## config.mk

```make
export PLATFORM = sky130hd
export DESIGN_NAME = serializer_ctrl
export DESIGN_NICKNAME = d
export VERILOG_FILES = /design/src/rtl/serializer_ctrl_pkg.sv /design/src/rtl/serializer_ctrl.sv
export SDC_FILE = /design/constraint.sdc
export NUM_CORES = 1
export LEC_CHECK = 0
export CAP_MARGIN = 15
export CORE_MARGIN = 5
export CORE_UTILIZATION = 30
export CTS_CLUSTER_DIAMETER = 30
export DETAILED_ROUTE_END_ITERATION = 12
export DONT_BUFFER_PORTS = 1
export HOLD_SLACK_MARGIN = 0.06
export PLACE_DENSITY_LB_ADDON = 0.08
export SLEW_MARGIN = 20
export SYNTH_ARGS = -nofsm -noshare
export SYNTH_HDL_FRONTEND = slang
export SYNTH_SLANG_ARGS = --single-unit
```

## constraint.sdc

```tcl
create_clock -name clk -period 1.95 [get_ports clk]
set_input_delay 0.39 -clock clk [delete_from_list [all_inputs] [get_ports clk]]
set_output_delay 0.39 -clock clk [all_outputs]
set_load 0.02 [all_outputs]
```

## src/rtl/serializer_ctrl_pkg.sv

```systemverilog
// Shared types and constants for the vector-to-word serializer sequencer.
package serializer_ctrl_pkg;

  typedef enum logic [1:0] {
    StIdle  = 2'd0,
    StLoad  = 2'd1,
    StShift = 2'd2
  } ser_state_t;

  localparam int unsigned PERF_W = 32;

endpackage

```

## src/rtl/serializer_ctrl.sv

```systemverilog
// Sequences update/shift strobes so each vector streams out as INPUT_SIZE consecutive words.
// Optional perf counters are built when SERIALIZER_CTRL_PERF_EN is defined.
module serializer_ctrl
  import serializer_ctrl_pkg::*;
#(
  parameter int unsigned INPUT_SIZE = 8,
  parameter int unsigned VEC_W      = 16,
  parameter int unsigned IDX_W      = $clog2(INPUT_SIZE)
) (
  input  logic             clk,
  input  logic             rst,
  input  logic             start,
  input  logic [VEC_W-1:0] num_vectors,
  input  logic             in_valid,
  output logic             in_ready,
  output logic             serializer_update,
  output logic             serializer_shift,
  output logic             out_valid,
  output logic [IDX_W-1:0] out_index,
  output logic             out_first,
  output logic             out_last,
  output logic             busy,
  output logic             done
`ifdef SERIALIZER_CTRL_PERF_EN
  ,
  output logic [PERF_W-1:0] perf_active,
  output logic [PERF_W-1:0] perf_bubble
`endif
);

  localparam logic [IDX_W-1:0] LastIdx = IDX_W'(INPUT_SIZE - 1);

  ser_state_t       state_q, state_d;
  logic [IDX_W-1:0] idx_q, idx_d;
  logic [VEC_W-1:0] vectors_left_q, vectors_left_d;
  logic             done_q, done_d;
  logic             last_elem;

  assign last_elem = (idx_q == LastIdx);

  always_comb begin
    state_d           = state_q;
    idx_d             = idx_q;
    vectors_left_d    = vectors_left_q;
    done_d            = 1'b0;
    in_ready          = 1'b0;
    serializer_update = 1'b0;
    serializer_shift  = 1'b0;
    out_valid         = 1'b0;
    out_index         = '0;
    unique case (state_q)
      StIdle: begin
        if (start) begin
          if (num_vectors != '0) begin
            vectors_left_d = num_vectors;
            idx_d          = '0;
            state_d        = StLoad;
          end else begin
            done_d = 1'b1;
          end
        end
      end
      StLoad: begin
        in_ready = 1'b1;
        if (in_valid) begin
          // Serializer passes element 0 straight through on the load cycle.
          serializer_update = 1'b1;
          out_valid         = 1'b1;
          vectors_left_d    = vectors_left_q - VEC_W'(1);
          idx_d             = IDX_W'(1);
          state_d           = StShift;
        end
      end
      StShift: begin
        out_valid        = 1'b1;
        out_index        = idx_q;
        serializer_shift = ~last_elem;
        idx_d            = idx_q + IDX_W'(1);
        if (last_elem) begin
          idx_d = '0;
          if (vectors_left_q == '0) begin
            state_d = StIdle;
            done_d  = 1'b1;
          end else begin
            state_d = StLoad;
          end
        end
      end
      default: state_d = StIdle;
    endcase
  end

  always_ff @(posedge clk) begin
    if (rst) begin
      state_q        <= StIdle;
      idx_q          <= '0;
      vectors_left_q <= '0;
      done_q         <= 1'b0;
    end else begin
      state_q        <= state_d;
      idx_q          <= idx_d;
      vectors_left_q <= vectors_left_d;
      done_q         <= done_d;
    end
  end

  assign out_first = out_valid & (out_index == '0);
  assign out_last  = out_valid & (out_index == LastIdx);
  assign busy      = (state_q != StIdle);
  assign done      = done_q;

`ifdef SERIALIZER_CTRL_PERF_EN
  logic [PERF_W-1:0] perf_active_q, perf_bubble_q;
  logic              start_accepted;

  assign start_accepted = (state_q == StIdle) & start;

  always_ff @(posedge clk) begin
    if (rst || start_accepted) begin
      perf_active_q <= '0;
      perf_bubble_q <= '0;
    end else begin
      if (out_valid && (perf_active_q != '1)) begin
        perf_active_q <= perf_active_q + PERF_W'(1);
      end
      if ((state_q == StLoad) && !in_valid && (perf_bubble_q != '1)) begin
        perf_bubble_q <= perf_bubble_q + PERF_W'(1);
      end
    end
  end

  assign perf_active = perf_active_q;
  assign perf_bubble = perf_bubble_q;
`endif

endmodule

```

==> impl_results.md, run 1 <==
* Outcome: completed
* Flip-flop and latch count after synthesis at 22
* First DRT Iteration DRCs at 86
* Library cell contributing the largest single delay on the critical path: sky130_fd_sc_hd__dfxtp_2
* Avg Vias per Cell at approximately 5.3
* Setup clock skew after layout at about 0.0079 ns
* Slew of the pin with the lowest slew margin at 0.5035 ns
* Clock insertion delay at the later pin of the skew report at between 0.2 and 0.3 ns
* Pin count of the biggest net entering global routing at 26
* Final Net Count at 256
* Final max-slew violation count at 0
* Worst Setup End Kind: flip-flop
* Worst setup path category: flip-flop to flip-flop
* Quantity of I/O buffers inserted on ports at 0
* Number of flops mapped to enable cells by yosys at 0
* Endpoint with the worst hold slack: vectors_left_q[7]
* Mapped Nets at between 200 and 250
* Headroom to the max-slew limit at approximately two thirds
* Global-route total usage across every layer at 15.20%
* Ordered list of cells on the worst path: buf_4, ha_4, buf_4, nor2b_4, a211oi_4, o21ai_4, buf_8, o21ai_0, a21oi_1
* Final clock period utilization by the worst path at approximately 97%
* R2R Path Start: state_q[0]
* Wirelength per Cell at around 17 microns
* Crit-path most repeated cell: sky130_fd_sc_hd__buf_4
* Placed cell count at about 290
* Deepest clock path buffer count at 2
* Count of clock tree sinks at 22
* RD Place Congestion at 0.8037
* Overall die width at 81.92 microns
* Post-route antenna net violation count at 0
* CTS root buf: sky130_fd_sc_hd__clkbuf_8
* Final Cell Area at around 0.0020 sq mm
* Slack of the worst reg-to-reg path at a little under 0.07 ns
* Sequential share of the synthesized area at between 20% and 30%
* Placeable Area at 0.005075 sq mm
* Number of design rule violations left after detail routing at 0
* Die area at 0.006710 sq mm
* Most instantiated flip-flop cell in the synthesis netlist: sky130_fd_sc_hd__dfxtp_1
* Grt total ovfl at 0
* Initial Util at 30.57%
* Die height at between 80 and 90 microns
* Critical Path Start Type: flip-flop
* Routed wire length at 5117 microns
* Crit path largest cell delay at between 0.3 and 0.4 ns
* Total Power Consumption at 3.558 mW
* Total vias in the final route at 1,577
* IR Drop Worst-Case VDD at ~570 uV
* Setup repair after global routing missed its margin: no
* Arrival time at the worst endpoint at between 2 and 2.5 ns
* Layout area overhead at 29.44%
* Number of endpoints with negative hold slack in the final report at 0
* Floorplan row count at 26
* Fin crit period at ~1.9 ns
* Count of pins on the block boundary at 31
* Class of the worst hold path: primary input to flip-flop
* Worst hold path depth at 1
* Core occupancy in the finished layout at 39.57%
* First-pass GRT wire length at 7831 microns
* CTS HTree Levels at 1
* Number of distinct library cell variants in the gate-level netlist after synthesis at 42
* Power Dens Cells at approximately 1800 mW/mm^2
* Synthesized instance count at 209
* Maximum Capacitance Violations at 0
* Clock slew seen by the registers of the worst setup and hold paths at about 0.090 ns
* Worst path required time at 2.12 ns
* Proportion of layout cells with a drive suffix above 1 at about 29%
* Total of warnings raised by yosys at 0
* Detailed placement HPWL at roughly 3500 microns
* R2r worst-path depth at 9
* Final antenna diode count at 0
* Leakage power total at 0.7421 nW
* Instance area after placement at approximately 0.0017 sq mm
* Final hold slack at 0.1695 ns
* Clock tree from TritonCTS: built
* Post-synthesis instance area at around 0.0016 sq mm
* Top fanout value on the critical path at 8
* Reg2reg end: vectors_left_q[3]
* Share of flip-flops with an asynchronous set or reset after synthesis at 0%
* Final non-filler cell total at roughly 300
* Hold-fix buffers at CTS at 0
* Initial antenna violation count at 0
* Final-report setup violation count at 0
* Mean Syn Cell Area at about 7.4 sq um
* Vias in the first global route at around 1,600
* Fmax at ~530 MHz
* Total clock buffers created by CTS at 3
* Hold Crit Start: rst
* Detailed Routing Iterations Pass 1 at 4
[metal layers]
layer	track usage (%)	up-vias	share of wire (%)
met2	25.69	45	47
li1	-	793	-
met4	4.651	0	1.9
met5	0	-	0
met3	4.715	12	6.4
met1	18.33	727	45
[timing repair]
item / 4_1_cts / 5_1_grt
setup buffers: 2 / 0
endpoints found under the setup margin: 24 / 24
pin swaps: 2 / 4
cloned: 0 / 3
gates resized for setup: 10 / 38
[logic make-up after synthesis]
family                     Yosys count  share of synthesized area (%)
adders and majority gates            9                          7.258
AOI/OAI and AO/OA                   67                          26.29
DFF                                 22                          28.39
muxes                                2                          1.371
buffers and inverters               19                          5.081
and+or+nand+nor                     90                          31.61
[sequential cells by signal, indices dropped and copies added, names as in the netlist]
signal	count
state_q	2
vectors_left_q	16
done	1
idx_q	3
[cells in the final DEF, fill, tap and decap left out, drive strengths merged, types with 2 or more instances in the layout]
cell / n
nor4: 6
nor3: 12
clkbuf: 4
o211ai: 2
ha: 9
nand2b: 3
or3: 2
o21ai: 24
nand4: 3
o32ai: 3
nand3: 4
o21a: 5
buf: 23
a31oi: 3
or2: 4
a211oi: 3
and2: 4
nor2b: 11
nor2: 19
dfxtp: 22
a21oi: 22
o2bb2ai: 3
or4: 3
nand2: 14
inv: 8
[worst max path at each step]
stage / from / to / slack (ns) / depth (start not counted)
floorplan: state_q[0] / out_first / -0.06 / 5
global placement: state_q[1] / vectors_left_q[0] / 0.05 / 8
detailed placement: state_q[1] / vectors_left_q[0] / -0.16 / 8
CTS: state_q[0] / out_last / 0.005 / 6
global route: state_q[0] / vectors_left_q[13] / 0.004 / 8
finish: state_q[0] / vectors_left_q[3] / 0.07 / 9
[layout make-up]
cell class	count	area, sq um
Clock buffer	4	55.05
Fill cell	553	3067
Inverter	8	32.53
Multi-Input combinational cell	169	1192
Sequential cell	22	445.4
Tap cell	70	87.58
Timing Repair Buffer	23	195.2
[Yosys cell counts, drive strengths merged (2+ instances only)]
cell type	instances	area share, %
nand3	4	1.3
nor2	19	4.6
dfxtp	22	28
or4	3	1.9
a21oi	22	7.3
o211ai	2	0.97
nor3	12	4.2
ha	9	7.3
buf	4	1.5
o21a	4	1.9
or3	2	0.81
o21ai	24	7.7
a31oi	3	1.2
nor4	6	2.8
nor2b	11	4.4
and2	4	1.6
or2	4	1.6
clkbuf	7	1.7
o32ai	3	1.7
nand2b	3	1.2
nand4	3	1.2
inv	8	1.9
a211oi	3	1.5
o2bb2ai	3	1.7
nand2	14	3.4
[worst max-delay path: cells and delay by family, from the launching register on]
kind	cells	cell delay, ns
AO/OA/AOI/OAI	4	0.70
buffers and inverters	3	0.46
flip-flops	1	0.33
adder cells (fa/ha/maj)	1	0.16
AND/OR/NAND/NOR	1	0.14
[per-stage QoR]
step                      setup WS, ns  TNS [ns]
after floorplan               -0.06356  -0.06356
after global placement         0.05213         0
after detailed placement       -0.1576    -1.883
after CTS                     0.005261         0
after global routing          0.004287         0
final                          0.06797         0
[power breakdown]
part | internal, mW | total [mW] | switching, mW
sequential | 0.622 | 0.816 | 0.194
combinational | 1.02 | 2.39 | 1.37
clock | 0.181 | 0.355 | 0.174
Power figures use the tool's default switching activity.
==> inputs of run 2 (changes only) <==
--- a/config.mk
+++ b/config.mk
@@ -8,7 +8,6 @@
 export CAP_MARGIN = 15
 export CORE_MARGIN = 5
 export CORE_UTILIZATION = 30
-export CTS_CLUSTER_DIAMETER = 30
 export DETAILED_ROUTE_END_ITERATION = 12
 export DONT_BUFFER_PORTS = 1
 export HOLD_SLACK_MARGIN = 0.06
==> results of run 2 <==
No change in the layout: final DEF, timing and power equal those of run 1.
